==> src/rtl/register_load_arbiter_pkg.sv <==
// register_arb_pkg: shared state encoding, default sizes and one-hot helper for the register load arbiter
package register_arb_pkg;
  localparam int N_DEF = 4;
  localparam int W_DEF = 4;
  typedef enum logic [1:0] {IDLE, GRANT, LOAD} state_t;
  function automatic logic [7:0] onehot(input logic [2:0] idx);
    return 8'b1 << idx;
  endfunction
endpackage

==> src/rtl/register_load_arbiter_if.sv <==
// register_load_arbiter_if: requester-side bundle (req/din in, gnt/ack/l/d/busy out)
interface register_load_arbiter_if
  import register_arb_pkg::*;
  #(parameter int N = N_DEF, parameter int W = W_DEF);
  logic [N-1:0] req;
  logic [N*W-1:0] din;
  logic [N-1:0] gnt;
  logic [N-1:0] ack;
  logic l;
  logic [W-1:0] d;
  logic busy;
  modport master (output req, din, input gnt, ack, l, d, busy);
  modport slave (input req, din, output gnt, ack, l, d, busy);
endinterface

==> src/rtl/register_load_arbiter_rr_pick.sv <==
// rr_pick: combinational round-robin winner search starting just above ptr, wrapping modulo N
module rr_pick #(
  parameter int N = 4,
  parameter int PW = $clog2(N)
) (
  input  logic [N-1:0]  req,
  input  logic [PW-1:0] ptr,
  output logic [PW-1:0] idx,
  output logic          valid
);
  logic [PW-1:0] j;
  // Walk offsets from farthest to nearest so the nearest set request overwrites and wins
  always_comb begin
    idx = '0;
    valid = 1'b0;
    j = '0;
    for (int k = N; k >= 1; k--) begin
      j = PW'((int'(ptr) + k) % N);
      if (req[j]) begin
        idx = j;
        valid = 1'b1;
      end
    end
  end
endmodule

==> src/rtl/register_load_arbiter.sv <==
// register_load_arbiter: grants one requester and drives a shared register's L/D for one cycle; REGARB_FIXED_PRIO_EN selects fixed lowest-index priority
module register_load_arbiter
  import register_arb_pkg::*;
  #(parameter int N = N_DEF, parameter int W = W_DEF)
(
  input logic clk,
  input logic rst,
  register_load_arbiter_if.slave bus
);
  localparam int PW = $clog2(N);
  state_t state;
  logic [PW-1:0] win, ptr, pick;
  logic pick_v;
  logic [N-1:0] gnt, ack;
  logic l;
  logic [W-1:0] d;
  rr_pick #(.N(N), .PW(PW)) u_pick (.req(bus.req), .ptr(ptr), .idx(pick), .valid(pick_v));
`ifdef REGARB_FIXED_PRIO_EN
  assign ptr = PW'(N - 1);
`else
  // Pointer remembers the last requester actually loaded; withdrawn grants leave it alone
  always_ff @(posedge clk) begin
    if (rst) ptr <= PW'(N - 1);
    else if (state == LOAD) ptr <= win;
  end
`endif
  // Grant/load sequencer with registered strobes; reset abandons any grant or load
  always_ff @(posedge clk) begin
    if (rst) begin
      state <= IDLE;
      gnt <= '0;
      ack <= '0;
      l <= 1'b0;
      d <= '0;
      win <= '0;
    end else begin
      case (state)
        IDLE: if (pick_v) begin
          win <= pick;
          gnt <= N'(onehot(3'(pick)));
          state <= GRANT;
        end
        GRANT: if (bus.req[win]) begin
          d <= bus.din[int'(win)*W +: W];
          l <= 1'b1;
          ack <= gnt;
          state <= LOAD;
        end else begin
          gnt <= '0;
          state <= IDLE;
        end
        default: begin
          l <= 1'b0;
          ack <= '0;
          gnt <= '0;
          state <= IDLE;
        end
      endcase
    end
  end
  assign bus.gnt = gnt;
  assign bus.ack = ack;
  assign bus.l = l;
  assign bus.d = d;
  assign bus.busy = state != IDLE;
endmodule
==> src/flat_wrapper.sv <==
// flat-port wrapper written by rule: the top's interface ports become plain ports
module register_load_arbiter_flat import register_arb_pkg::*;
#(parameter int N = N_DEF, parameter int W = W_DEF)
  (clk, rst, bus_req, bus_din, bus_gnt, bus_ack, bus_l, bus_d, bus_busy);
  register_load_arbiter_if #(.N(N), .W(W)) bus_i ();
  input logic clk;
  input logic rst;
  input wire logic [$bits(bus_i.req)-1:0] bus_req;
  input wire logic [$bits(bus_i.din)-1:0] bus_din;
  output wire logic [$bits(bus_i.gnt)-1:0] bus_gnt;
  output wire logic [$bits(bus_i.ack)-1:0] bus_ack;
  output wire logic [$bits(bus_i.l)-1:0] bus_l;
  output wire logic [$bits(bus_i.d)-1:0] bus_d;
  output wire logic [$bits(bus_i.busy)-1:0] bus_busy;
  assign bus_i.req = bus_req;
  assign bus_i.din = bus_din;
  assign bus_gnt = bus_i.gnt;
  assign bus_ack = bus_i.ack;
  assign bus_l = bus_i.l;
  assign bus_d = bus_i.d;
  assign bus_busy = bus_i.busy;
  register_load_arbiter #(.N(N), .W(W)) u_core (.clk(clk), .rst(rst), .bus(bus_i));
endmodule
==> config.mk <==
export PLATFORM = sky130hd
export DESIGN_NAME = register_load_arbiter_flat
export DESIGN_NICKNAME = d
export VERILOG_FILES = /design/src/rtl/register_load_arbiter_pkg.sv /design/src/rtl/register_load_arbiter_if.sv /design/src/rtl/register_load_arbiter_rr_pick.sv /design/src/rtl/register_load_arbiter.sv /design/src/flat_wrapper.sv
export SDC_FILE = /design/constraint.sdc
export NUM_CORES = 1
export LEC_CHECK = 0
export CAP_MARGIN = 15
export CORE_UTILIZATION = 39
export CTS_CLUSTER_DIAMETER = 100
export DETAILED_ROUTE_END_ITERATION = 16
export GPL_TIMING_DRIVEN = 1
export PLACE_DENSITY = 0.81
export SYNTH_ARGS = -nofsm -noshare
export SYNTH_HDL_FRONTEND = slang
export SYNTH_SLANG_ARGS = --single-unit
==> constraint.sdc <==
create_clock -name clk -period 1.4 [get_ports clk]
set_clock_uncertainty 0.1 [all_clocks]
set_input_delay 0.28 -clock clk [delete_from_list [all_inputs] [get_ports clk]]
set_output_delay 0.28 -clock clk [all_outputs]
set_load 0.02 [all_outputs]
==> reports/results.ini, run 1 <==
[clock_tree]
clockRootBuffer=clkbuf_4
clk_latency_ps=300
cts_tree=done
cts_buffers=3
clkSlewWorstSetupHoldPaths_ps=100
cts.path.max_buffers=2
hold_buffers=0
htreeDepth=1
clkSinkCount=19

[synth]
yosysWarningCount=0
synth_area_um2=965
synth_fp_nets=112
synth-seq-cells=19
syn_area_per_cell_um2=10.7
synthCells=90
synth-edff-count=0
yosysSeqAreaShare_pct=39.4
synth.distinct_cells=29
synthArstFlopShare_pct=0
synth_ff_type=dfxtp_1

[finish]
final_util_pct=67.5
antennaDiodeCount=0
nets=166
final_common_cell=buf_4
drive_gt1_share_pct=35.7
syn_to_final_growth_pct=59.1
final_cell_mix=buf_4 (20), clkdlybuf4s50_1 (17), dfxtp_1 (15)

[placed_design]
gp_congestion=0.733
hpwl_um=1930
io_buffers=35
place_worst_setup_slack_ps=-571

[job]
cap_violations=0

[drt]
via_count=897
wl_per_cell_um=14.7
dr.max_layer_used=met4
wl_um=2510
ant_nets=0
via_per_inst=5.25
firstDrtPassIters=3
wl_met1_um=971
drtIter0Drc=1
route.detailed.drc=0
met3_length_um=200
dr_wl_met2_um=1270

[global_routing]
grt_pass1_wl_um=3950
grt.total_usage_pct=20.7
grt_max_degree=11
grt_pass1_vias=904
gr-total-overflow=0
antenna_found_initial=0

[floorplanning]
core_um2=2280
die_x_um=51.7
die_area_um2=2680
initial_core_util_pct=42.4
io_pins=36
placement_rows=17
die_y_um=51.7

[timing]
fin_ws_ps=-145
fin_crit_sh_pct=110
fin_hold_ws_ps=387
setup_viol=13
final_max_slew_viol_count=0
hold_viol=0
max_slew_margin_pct=79.2
rsz0062_at_grt=true
min_period_ps=1540
tightest_slew_ps=312
fmax_mhz=647

[setup_path]
worstPathCellList=mux4_2 > nand2_4 > mux2i_1 > nor2_1
setup.worst_path.class=flip-flop to flip-flop
startpoint_type=flip-flop
crit_path_top_delay_cell=mux4_2
cpPeakStageDelay_ps=550
cpLargestDelayFamily=multiplexers
end_kind=flip-flop
cp.arrival_ps=1650
worst-path-max-fanout=6
path_buf_inv=0
cp.required_ps=1500

[run_status]
outcome=finished with violations
failed_checks=negative setup slack

[power]
ir_drop_mv=0.621
p_per_area_nw_per_um2=863
leakagePower_nw=0.658

[worst_hold_path]
hold_path_class=flip-flop to flip-flop

==> stage by stage <==
step | cells | TNS, ps | total power, W | area (µm²)
finish | 171 | -1150 | 0.00132 | 1540
global route | 171 | -1910 | 0.00139 | 1540
CTS | 171 | -1320 | 0.00133 | 1530
detailed placement | 166 | -8140 | 0.00105 | 1490
global placement | 166 | -7560 | 0.00104 | 1490
floorplan | 90 | -842 | 0.000856 | 1000
==> worst reg2reg max path, cell delays in order, from the launching register on <==
cell	delay (ps)
dfxtp_4	400
mux4_2	550
nand2_4	120
mux2i_1	210
nor2_1	60
==> layout make-up <==
class	count	area, µm²
well taps	28	35.0
fillers	187	741
clock buffers	4	26.3
flip-flops and latches	19	390
repair buffers	55	474
multi-input cells	65	609
==> routing by layer <==
layer,global-route usage [%],vias up
met2,38.5,38
met5,0,-
met3,5.26,7
met4,10.4,0
met1,21.0,420
li1,-,432
==> what timing repair did <==
action / CTS / global route
buffers inserted: 1 / 0
setup endpoints to repair: 30 / 27
pin swaps: 0 / 2
resized for setup: 29 / 20
==> registers in the layout, indices dropped and copies added (netlist names) <==
name            count
u_core.bus.ack      4
u_core.bus.d        4
u_core.bus.gnt      4
u_core.bus.l        1
u_core.ptr          2
u_core.state        2
u_core.win          2
==> cells in the mapped netlist (2+ instances only) <==
cell type  instances  area (µm²)
mux2i_1           13         130
o2bb2ai_1          2        17.5
nand3b_1           2        15.0
clkbuf_1           4        15.0
a21oi_1            3        15.0
dfxtp_1           19         380
nand2_1            4        15.0
nor2_1            13        48.8
nand2b_1           5        31.3
nor2b_1            3        18.8
mux4_2             4        90.1
==> cell families (layout without fill, tap and decap cells) <==
group	after synthesis	count (layout)	synth area share [%]
buffers and inverters	6	59	3.24
muxes	18	18	25.6
DFF	19	19	39.4
and+or+nand+nor	33	33	18.8
AOI/OAI and AO/OA	14	14	13.0
==> path summary, 6_finish.rpt <==
| check | start | to | slack, ps | cells past startpoint |
|---|---|---|---|---|
| hold reg to reg | u_core.bus.l | u_core.bus.l | 390 | 2 |
| setup reg to reg | u_core.win[0] | u_core.bus.ack[3] | -140 | 4 |
| hold / removal | u_core.bus.l | u_core.bus.l | 390 | 2 |
| setup / recovery | u_core.win[0] | u_core.bus.ack[3] | -140 | 4 |
==> power by group <==
part | switching, W | total (W) | internal, W
Combinational | 0.000187 | 0.000436 | 0.000248
Clock | 0.000168 | 0.000279 | 0.000111
Sequential | 0.0000322 | 0.000610 | 0.000577
Total | 0.000388 | 0.00132 | 0.000937
Note: power is estimated with default switching activity, not from simulation.
==> run 2, diff against run 1 <==
MAX_ROUTING_LAYER = met4   (was not set)
SLEW_MARGIN = 20   (was not set)
==> reports/results.ini, run 2 (same netlist as run 1, synthesis figures left out) <==
[power]
leakagePower_nw=0.658
ir_drop_mv=0.621
p_per_area_nw_per_um2=863
finalPower_w=0.00132

[setup_path]
cpPeakStageDelay_ps=550
path_buf_inv=0
crit_path_top_delay_cell=mux4_2
cp.required_ps=1500
worstPathCellList=mux4_2 > nand2_4 > mux2i_1 > nor2_1
startpoint_type=flip-flop
reg2reg_depth=4
worst-path-max-fanout=6
cpLargestDelayFamily=multiplexers
path_depth=4
setup.worst_path.class=flip-flop to flip-flop
cp.arrival_ps=1650
end_kind=flip-flop

[drt]
via_count=897
route.detailed.drc=0
drtIter0Drc=1
wl_um=2510
ant_nets=0
wl_per_cell_um=14.7
via_per_inst=5.25
firstDrtPassIters=3

[placed_design]
placed_area_um2=1490
io_buffers=35
placedCellCount=166
gp_congestion=0.742
hpwl_um=1930
place_worst_setup_slack_ps=-571

[global_routing]
grt_pass1_wl_um=3950
antenna_found_initial=0
grt.busiest_layer=met2
met2_usage_pct=38.5
use_met3_pct=4.68
grt_use_met1_pct=21.4
grt.total_usage_pct=21.2
grt_max_degree=11
gr-total-overflow=0
grt_pass1_vias=897

[finish]
final_cell_mix=buf_4 (20), clkdlybuf4s50_1 (17), dfxtp_1 (15)
final_common_cell=buf_4
top_regs=u_core.bus.ack (4), u_core.bus.d (4), u_core.bus.gnt (4)
nets=166
final_cells=171
final_cell_area_um2=1540
fillCellCount=187
drive_gt1_share_pct=35.7
antennaDiodeCount=0
syn_to_final_growth_pct=59.1

[floorplanning]
die_x_um=51.7
io_pins=36
initial_core_util_pct=42.4
die_area_um2=2680
die_y_um=51.7
placement_rows=17
core_um2=2280

[timing]
fin_hold_ws_ps=387
fin_crit_sh_pct=110
setup_viol=13
rsz0062_at_grt=true
max_slew_margin_pct=79.2
hold_viol=0
fin_ws_ps=-145
tightest_slew_ps=311
min_period_ps=1540
fmax_mhz=647
final_max_slew_viol_count=0

[clock_tree]
cts_buffers=3
cts.path.max_buffers=2
hold_buffers=0
clk_latency_ps=300
cts_tree=done
clkSlewWorstSetupHoldPaths_ps=100
clockRootBuffer=clkbuf_4
htreeDepth=1
clkSinkCount=19

[run_status]
outcome=finished with violations
failed_checks=negative setup slack

[job]
cap_violations=0

[worst_hold_path]
holdPathStages=2
hold_path_class=flip-flop to flip-flop

[run 2: cell counts in the layout (fill, tap and decap cells not counted)]
No cell type changed its count.
[run 2: routing by layer]
metal / vias to the layer above / routed length, µm
met4: 0 / 70
li1: 432 / -
met2: 38 / 1270
met3: 7 / 199
met5: - / 0
met1: 420 / 971
[run 2: layout make-up]
| class | count | area (µm²) | area share, % |
|---|---|---|---|
| repair buffers | 55 | 474 | 30.9 |
| multi-input cells | 65 | 609 | 39.7 |
| clock buffers | 4 | 26.3 | 1.71 |
| well taps | 28 | 35.0 | 2.28 |
| flip-flops and latches | 19 | 390 | 25.4 |
[run 2: stage by stage]
| stage | TNS, ps | util [%] |
|---|---|---|
| 2_1_floorplan | -842 | - |
| 3_3_place_gp | -7560 | 65.6 |
| 3_5_place_dp | -8140 | 65.6 |
| 4_1_cts | -1320 | 67.2 |
| 5_1_grt | -1910 | 67.5 |
| 6_report | -1150 | 67.5 |
[run 2: final timing paths]
kind | to | from | slack [ps]
worst max register to register | u_core.bus.ack[3] | u_core.win[0] | -140
worst max-delay path | u_core.bus.ack[3] | u_core.win[0] | -140
worst min-delay path | u_core.bus.l | u_core.bus.l | 390
worst min register to register | u_core.bus.l | u_core.bus.l | 390
[run 2: power by group]
| part | leakage [nW] | internal (W) | switching [W] |
|---|---|---|---|
| registers | 0.157 | 0.000577 | 0.0000322 |
| clock network | 0.0150 | 0.000111 | 0.000168 |
| logic | 0.486 | 0.000248 | 0.000187 |
| total | 0.658 | 0.000937 | 0.000387 |
[run 2: repair_timing]
action | 4_1_cts | 5_1_grt
endpoints found under the setup margin | 30 | 27
pin swaps | 0 | 2
resized for setup | 29 | 20
setup buffers | 1 | 0
[run 2: tightest hold or removal path, stage by stage (launching register included)]
cell and delay [ps]:
dfxtp_1 340, a21oi_1 40, nor2_1 70
